<file path="config.mk">
export PLATFORM = sky130hd
export DESIGN_NAME = fetch_queue
export DESIGN_NICKNAME = d
export VERILOG_FILES = /design/src/rtl/fetch_pkg.sv /design/src/rtl/fetch_fifo.sv /design/src/rtl/fetch_queue.sv
export SDC_FILE = /design/constraint.sdc
export NUM_CORES = 1
export LEC_CHECK = 0
export BUFFER_PORTS_ARGS = -buffer_cell sky130_fd_sc_hd__buf_4
export CAP_MARGIN = 20
export CORE_MARGIN = 2
export CORE_UTILIZATION = 48
export CTS_BUF_LIST = sky130_fd_sc_hd__clkbuf_2
export CTS_CLUSTER_SIZE = 10
export DETAILED_ROUTE_END_ITERATION = 7
export GPL_TIMING_DRIVEN = 0
export PLACE_DENSITY_LB_ADDON = 0.2
export SETUP_SLACK_MARGIN = 0.4
export SLEW_MARGIN = 15
export SYNTH_ARGS = -nofsm -noshare
export SYNTH_HDL_FRONTEND = slang
export SYNTH_SLANG_ARGS = --single-unit
</file>
<file path="constraint.sdc">
create_clock -name clk -period 4 [get_ports clk]
set_input_delay 0.2 -clock clk [delete_from_list [all_inputs] [get_ports clk]]
set_output_delay 0.2 -clock clk [all_outputs]
set_load 0.01 [all_outputs]
</file>
<file path="src/rtl/fetch_pkg.sv">
`default_nettype none
// +----------------------------------------------------------------------+
// | fetch_pkg : shared types and constants for the fetch front-end        |
// | Rev 1.0                                                               |
// +----------------------------------------------------------------------+
package fetch_pkg;

    localparam int unsigned     XLEN       = 32;
    localparam logic [XLEN-1:0] HALT_INSTR = 32'hFFFF_FFFF;

    typedef struct packed {
        logic [XLEN-1:0] instr;
        logic [XLEN-1:0] pc;
    } fetch_entry_t;

    // Counters must hold the value DEPTH itself, hence one bit beyond the index width.
    function automatic int unsigned cnt_width(input int unsigned depth);
        return $clog2(depth) + 1;
    endfunction

endpackage
`default_nettype wire

</file>
<file path="src/rtl/fetch_fifo.sv">
`default_nettype none
// +----------------------------------------------------------------------+
// | fetch_fifo : synchronous FIFO of fetch entries with push/pop/flush    |
// | Rev 1.0                                                               |
// +----------------------------------------------------------------------+
module fetch_fifo
    import fetch_pkg::*;
#(
    parameter int unsigned DEPTH = 4
) (
    input  logic                          clk,
    input  logic                          rst_n,
    input  logic                          i_push,
    input  fetch_entry_t                  i_push_data,
    input  logic                          i_pop,
    input  logic                          i_flush,
    output fetch_entry_t                  o_head,
    output logic [cnt_width(DEPTH)-1:0]   o_count,
    output logic                          o_empty,
    output logic                          o_full
);

    localparam int unsigned c_AW = $clog2(DEPTH);
    localparam int unsigned c_CW = cnt_width(DEPTH);

    fetch_entry_t        r_mem [DEPTH];
    logic [c_AW-1:0]     r_wr_ptr;
    logic [c_AW-1:0]     r_rd_ptr;
    logic [c_CW-1:0]     r_count;

    // Storage needs no reset: nothing is visible until the count says so.
    always_ff @(posedge clk) begin
        if (i_push && !i_flush) begin
            r_mem[r_wr_ptr] <= i_push_data;
        end
    end

    always_ff @(posedge clk or negedge rst_n) begin
        if (!rst_n) begin
            r_wr_ptr <= '0;
            r_rd_ptr <= '0;
            r_count  <= '0;
        end else if (i_flush) begin
            r_wr_ptr <= '0;
            r_rd_ptr <= '0;
            r_count  <= '0;
        end else begin
            if (i_push) begin
                r_wr_ptr <= r_wr_ptr + c_AW'(1);
            end
            if (i_pop) begin
                r_rd_ptr <= r_rd_ptr + c_AW'(1);
            end
            r_count <= r_count + c_CW'(i_push) - c_CW'(i_pop);
        end
    end

    assign o_head  = r_mem[r_rd_ptr];
    assign o_count = r_count;
    assign o_empty = (r_count == '0);
    assign o_full  = (r_count == c_CW'(DEPTH));

endmodule
`default_nettype wire

</file>
<file path="src/rtl/fetch_queue.sv">
`default_nettype none
// +----------------------------------------------------------------------+
// | fetch_queue : PC owner, credit-limited fetch issue, in-order buffer   |
// | Optional macro FETCH_PERF_COUNTERS_EN adds perf counter outputs.      |
// | Rev 1.0                                                               |
// +----------------------------------------------------------------------+
module fetch_queue
    import fetch_pkg::*;
#(
    parameter int unsigned DEPTH    = 4,
    parameter logic [31:0] RESET_PC = 32'h0,
    parameter logic [31:0] PC_STEP  = 32'd4
) (
    input  logic        clk,
    input  logic        rst_n,
    output logic        o_mem_req_valid,
    input  logic        i_mem_req_ready,
    output logic [31:0] o_mem_req_addr,
    input  logic        i_mem_rsp_valid,
    input  logic [31:0] i_mem_rsp_data,
    output logic        o_instr_valid,
    input  logic        i_instr_ready,
    output logic [31:0] o_instr_data,
    output logic [31:0] o_instr_pc,
    input  logic        i_redirect_valid,
    input  logic [31:0] i_redirect_pc,
    output logic        o_halted
`ifdef FETCH_PERF_COUNTERS_EN
    ,
    output logic [31:0] o_perf_fetched,
    output logic [31:0] o_perf_stall
`endif
);

    localparam int unsigned  c_CW    = cnt_width(DEPTH);
    localparam logic [c_CW:0] c_DEPTH = (c_CW+1)'(DEPTH);

    logic [31:0]     r_fetch_pc;
    logic [31:0]     r_rsp_pc;
    logic [c_CW-1:0] r_outstanding;
    logic [c_CW-1:0] r_drop_cnt;
    logic            r_halt_seen;
    logic            r_halted;

    logic [c_CW-1:0] w_count;
    logic            w_empty;
    logic            w_full;
    fetch_entry_t    w_head;
    fetch_entry_t    w_push_data;
    logic [c_CW:0]   w_inflight;
    logic            w_redir;
    logic            w_req_valid;
    logic            w_req_fire;
    logic            w_dropping;
    logic            w_rsp_keep;
    logic            w_rsp_halt;
    logic            w_pop;
    logic [c_CW-1:0] w_out_next;
    logic [31:0]     w_redir_pc;

    // Once halted, a redirect has no effect at all.
    assign w_redir     = i_redirect_valid && !r_halted;
    assign w_redir_pc  = i_redirect_pc & ~32'h3;
    assign w_inflight  = {1'b0, w_count} + {1'b0, r_outstanding};
    assign w_req_valid = rst_n && !r_halt_seen && !w_redir && (w_inflight < c_DEPTH);
    assign w_req_fire  = w_req_valid && i_mem_req_ready;
    assign w_dropping  = (r_drop_cnt != '0);
    assign w_rsp_keep  = i_mem_rsp_valid && !w_redir && !w_dropping;
    assign w_rsp_halt  = w_rsp_keep && (i_mem_rsp_data == HALT_INSTR);
    assign w_out_next  = r_outstanding + c_CW'(w_req_fire) - c_CW'(i_mem_rsp_valid);
    assign w_pop       = o_instr_valid && i_instr_ready;

    assign w_push_data.instr = i_mem_rsp_data;
    assign w_push_data.pc    = r_rsp_pc;

    fetch_fifo #(
        .DEPTH (DEPTH)
    ) u_fifo (
        .clk         (clk),
        .rst_n       (rst_n),
        .i_push      (w_rsp_keep),
        .i_push_data (w_push_data),
        .i_pop       (w_pop),
        .i_flush     (w_redir),
        .o_head      (w_head),
        .o_count     (w_count),
        .o_empty     (w_empty),
        .o_full      (w_full)
    );

    always_ff @(posedge clk or negedge rst_n) begin
        if (!rst_n) begin
            r_fetch_pc    <= RESET_PC;
            r_rsp_pc      <= RESET_PC;
            r_outstanding <= '0;
            r_drop_cnt    <= '0;
            r_halt_seen   <= 1'b0;
            r_halted      <= 1'b0;
        end else begin
            r_outstanding <= w_out_next;
            if (w_redir) begin
                r_fetch_pc  <= w_redir_pc;
                r_rsp_pc    <= w_redir_pc;
                r_halt_seen <= 1'b0;
                // Everything still in flight belongs to the old stream.
                r_drop_cnt  <= w_out_next;
            end else begin
                if (w_req_fire) begin
                    r_fetch_pc <= r_fetch_pc + PC_STEP;
                end
                if (w_rsp_keep) begin
                    r_rsp_pc <= r_rsp_pc + PC_STEP;
                end
                // A request issued in the halt cycle is counted in w_out_next too.
                if (w_rsp_halt) begin
                    r_halt_seen <= 1'b1;
                    r_drop_cnt  <= w_out_next;
                end else if (i_mem_rsp_valid && w_dropping) begin
                    r_drop_cnt <= r_drop_cnt - c_CW'(1);
                end
            end
            if (w_pop && (w_head.instr == HALT_INSTR)) begin
                r_halted <= 1'b1;
            end
        end
    end

    assign o_mem_req_valid = w_req_valid;
    assign o_mem_req_addr  = r_fetch_pc;
    assign o_instr_valid   = !w_empty && !w_redir;
    assign o_instr_data    = w_empty ? '0 : w_head.instr;
    assign o_instr_pc      = w_empty ? '0 : w_head.pc;
    assign o_halted        = r_halted;

`ifdef FETCH_PERF_COUNTERS_EN
    logic [31:0] r_perf_fetched;
    logic [31:0] r_perf_stall;

    always_ff @(posedge clk or negedge rst_n) begin
        if (!rst_n) begin
            r_perf_fetched <= '0;
            r_perf_stall   <= '0;
        end else begin
            if (w_rsp_keep) begin
                r_perf_fetched <= r_perf_fetched + 32'd1;
            end
            if (!o_instr_valid && !r_halted) begin
                r_perf_stall <= r_perf_stall + 32'd1;
            end
        end
    end

    assign o_perf_fetched = r_perf_fetched;
    assign o_perf_stall   = r_perf_stall;
`endif

`ifndef SYNTHESIS
    a_no_rsp_when_full: assert property (@(posedge clk) disable iff (!rst_n)
        !(i_mem_rsp_valid && w_full));
    a_no_rsp_without_req: assert property (@(posedge clk) disable iff (!rst_n)
        !(i_mem_rsp_valid && (r_outstanding == '0)));
`endif

endmodule
`default_nettype wire
</file>
==> load_flow_metrics.sql <==
INSERT INTO impl_metrics (metric_group, metric, value, unit) VALUES
('synthesis', 'synth_seq_cells', '323', ''),
('cts', 'clock_sinks', '323', ''),
('detailed_routing', 'routed_wirelength', '32400', 'microns'),
('grt', 'first_global_vias', '8860', ''),
('cts', 'clock_tree.root_cell', 'sky130_fd_sc_hd__clkbuf_2', ''),
('worst_setup_path', 'endpoint_arrival_time_on_the_critical_path', '4.11', 'ns'),
('detailed_routing', 'drt_iter0_drc', '607', ''),
('worst_hold_path', 'hold_end', 'o_mem_req_addr[9]', ''),
('sta', 'final_setup_skew', '0.104', 'ns'),
('floorplan', 'die-area', '29700', 'sq um'),
('synthesis', 'edff_count_synth', '248', ''),
('cts', 'cts.reportedPaths.clkPinSlew', '0.11', 'ns'),
('floorplan', 'chipWidth', '172', 'microns'),
('floorplan', 'core.rowCount', '61', ''),
('synthesis', 'asyncSetResetFlopFracSynth', '0.232', ''),
('worst_setup_path', 'critical_path.top_delay_family', 'buffers and inverters', ''),
('synthesis', 'ys_types', '38', ''),
('grt', 'maximum_number_of_pins_on_one_net_before_global_route_repair', '77', ''),
('worst_setup_path', 'critical_path.cell_chain', 'dlygate4sd3_1 > dlygate4sd3_1 > buf_4 > buf_12 > nor2b_1 > nand4_1 > clkbuf_2 > nand2b_1 > ha_1 > inv_1 > ha_1 > inv_1 > fa_1 > xnor2_1 > nor2_1 > a21oi_1', ''),
('cts', 'cts_max_path_buffers', '3', ''),
('floorplan', 'boundaryPins', '169', ''),
('synthesis', 'synth_flop_cell', 'sky130_fd_sc_hd__edfxtp_1', ''),
('synthesis', 'synth_sequential_area_ratio', '0.685', ''),
('detailed_routing', 'drt-vias-per-instance', '5.36', ''),
('synthesis', 'yosys.area.top_type_share', '0.547', ''),
('worst_setup_path', 'critical_path_required', '4.72', 'ns'),
('cts', 'clock_tree.htree_level_count', '3', ''),
('worst_hold_path', 'timing.hold.worst.class', 'primary input to flip-flop', ''),
('grt', 'initial_antenna_violation_count', '1', ''),
('detailed_routing', 'first_pass_iters', '5', ''),
('sta', 'worst_slew_pin_tran', '0.801', 'ns'),
('detailed_routing', 'number_of_vias_in_the_routed_layout', '8739', ''),
('synthesis', 'ys.warnings.count', '0', ''),
('worst_setup_path', 'cp_max_fo', '34', ''),
('synthesis', 'synth.top_cells.by_area', 'sky130_fd_sc_hd__edfxtp_1 55%, sky130_fd_sc_hd__dfrtp_1 14%, sky130_fd_sc_hd__mux4_2 10%', ''),
('detailed_routing', 'route.detailed.wl_per_inst', '19.9', 'microns'),
('layout', 'area.sequential', '9320', 'sq um'),
('sta', 'post_route_worst_hold_slack', '0.103', 'ns'),
('worst_hold_path', 'hold_path_depth', '5', ''),
('worst_setup_path', 'r2r_slack', '0.65', 'ns'),
('sta', 'final_hold_viol_count', '0', ''),
('layout', 'fin_nets', '1278', ''),
('sta', 'fin_tns_setup', '0', 'ns'),
('run_status', 'run_status', 'complete, no violations', ''),
('synthesis', 'synthCells', '873', ''),
('worst_hold_path', 'timing.hold.worst.start', 'i_mem_req_ready', ''),
('synthesis', 'synth_top_cell_by_area', 'sky130_fd_sc_hd__edfxtp_1', ''),
('worst_setup_path', 'type_of_element_launching_the_critical_path', 'primary input', ''),
('placement', 'port_buffers', '162', ''),
('worst_setup_path', 'r2r_end', 'r_drop_cnt[2]', ''),
('floorplan', 'initial_core_util', '0.488', ''),
('sta', 'setup_viol', '0', ''),
('cts', 'tritoncts.num_buffers', '79', ''),
('pwr', 'vdd_ir_drop_max', '231', 'uV'),
('worst_setup_path', 'critical_path.slowest_cell', 'sky130_fd_sc_hd__dlygate4sd3_1', ''),
('layout', 'nFillCells', '2178', ''),
('worst_setup_path', 'slowest_delay', '0.54', 'ns'),
('sta', 'grt_setup_unrepaired', 'yes', ''),
('floorplan', 'die_height', '172', 'microns'),
('sta', 'max_freq', '295', 'MHz'),
('job', 'max_cap_viols', '0', ''),
('detailed_routing', 'remaining_drc_errors', '0', ''),
('worst_setup_path', 'setup.worst_path.class', 'primary input to flip-flop', ''),
('grt', 'globalRouteOverflowTotal', '0', ''),
('layout', 'syn2layout_area_growth', '24.6', '%'),
('detailed_routing', 'ant_nets_after_route', '0', ''),
('grt', 'grt_pass1_wl', '49100', 'microns'),
('synthesis', 'postSynthAreaPerCell', '15.6', 'sq um'),
('pwr', 'power_density', '508', 'nW/um^2'),
('worst_setup_path', 'worstReg2RegStart', 'u_fifo.o_count[2]', ''),
('grt', 'gr_util_all_layers', '0.223', '');
==> layer usage <==
layer  vias up  routed length (microns)  track usage
met5         -                        0            0
met4         0                      518       0.0749
met3        41                     2020       0.0485
met2       323                    16100        0.365
met1      4382                    13700        0.297
li1       3993                        -            -
==> layout make-up <==
type,instances,area share
multi-input combinational,482,0.236
tap,378,0.0279
buffer,45,0.0127
inverter,26,0.00576
clock buffer,112,0.0331
antenna,1,0.000148
clock inverter,27,0.0143
timing repair buffer,235,0.120
sequential,323,0.550
==> what timing repair did <==
action,CTS,global route
cloned,0,0
resized for setup,12,5
endpoints found under the setup margin,29,26
buffers inserted,0,0
hold buffers,66,2
hold endpoints to repair,275,42
==> kinds of logic (layout without fill, tap and decap cells) <==
group,count (synthesis),after routing,synth area share
other,1,5,0.000276
adders and majority gates,16,16,0.0158
buffers and inverters,71,445,0.0218
AOI/OAI and AO/OA,76,76,0.0302
DFF,323,323,0.685
and+or+nand+nor,266,266,0.106
xor gates and xnor gates,57,57,0.0367
muxes,63,63,0.103
==> state kept, by name, indices dropped and copies added, names as in the netlist <==
name	cells
o_mem_req_addr	30
r_rsp_pc	30
u_fifo.r_rd_ptr	2
u_fifo.o_count	3
r_drop_cnt	3
r_outstanding	3
u_fifo.r_wr_ptr	2
o_halted	1
u_fifo.r_mem	248
r_halt_seen	1
==> cell usage after synthesis, drive strengths merged (5+ instances only) <==
cell type and count:
and4 6, edfxtp 248, o31ai 5, buf 16, and2 68, mux4 62, dfrtp 75, nor2 53
nand2 32, xnor2 47, nor4 21, or4 9, nand4 22, inv 26, a21oi 55, clkbuf 29
nand3 17, a31oi 11, ha 14, xor2 10, nor3 14, or3 8
==> placed cells by master, fill, tap and decap left out, drive strengths merged, types with 21 or more instances in the layout <==
cell type,instances
clkbuf,144
xnor2,47
mux4,62
dlygate4sd3,67
clkinv,22
nor4,21
edfxtp,248
nand2,32
a21oi,55
inv,26
buf,181
nor2,53
dfrtp,75
nand4,22
and2,68
==> worst max path at each step <==
stage	cells after the start	startpoint	end	slack, ns
floorplan	5	r_drop_cnt[0]	u_fifo.r_mem[0][10]	1.0
global placement	5	r_drop_cnt[0]	u_fifo.r_mem[0][4]	-0.45
detailed placement	13	rst_n	r_drop_cnt[2]	0.31
CTS	6	u_fifo.r_rd_ptr[0]	o_instr_pc[22]	0.45
global route	6	u_fifo.r_rd_ptr[0]	o_instr_pc[12]	0.39
finish	16	rst_n	r_drop_cnt[2]	0.61
==> metrics by stage <==
stage,cell area (sq um),utilization,instances,setup slack [ns],total power (uW)
global placement,15300,0.549,1416,-0.446,6250
finish,16900,0.608,1629,0.607,8600
floorplan,13600,-,876,0.999,5260
CTS,16900,0.606,1625,0.446,8690
global route,16900,0.608,1629,0.389,9080
detailed placement,15400,0.553,1420,0.315,6270
==> power by group <==
| group | switching [uW] | total, uW | internal [uW] |
|---|---|---|---|
| Clock | 1290 | 2370 | 1080 |
| Sequential | 150 | 3930 | 3780 |
| Combinational | 1180 | 2310 | 1130 |
| Total | 2620 | 8600 | 5980 |
==> worst register-to-register path, cell delays in order, from the launching register on <==
cell	delay (ns)
sky130_fd_sc_hd__dfrtp_1	0.42
sky130_fd_sc_hd__ha_1	0.28
sky130_fd_sc_hd__nor3_1	0.27
sky130_fd_sc_hd__nand4_1	0.41
sky130_fd_sc_hd__clkbuf_2	0.37
sky130_fd_sc_hd__nand2b_1	0.21
sky130_fd_sc_hd__ha_1	0.28
sky130_fd_sc_hd__inv_1	0.05
sky130_fd_sc_hd__ha_1	0.12
sky130_fd_sc_hd__inv_1	0.05
sky130_fd_sc_hd__fa_1	0.37
sky130_fd_sc_hd__xnor2_1	0.22
sky130_fd_sc_hd__nor2_1	0.07
sky130_fd_sc_hd__a21oi_1	0.14
Note: power is estimated with default switching activity, not from simulation.
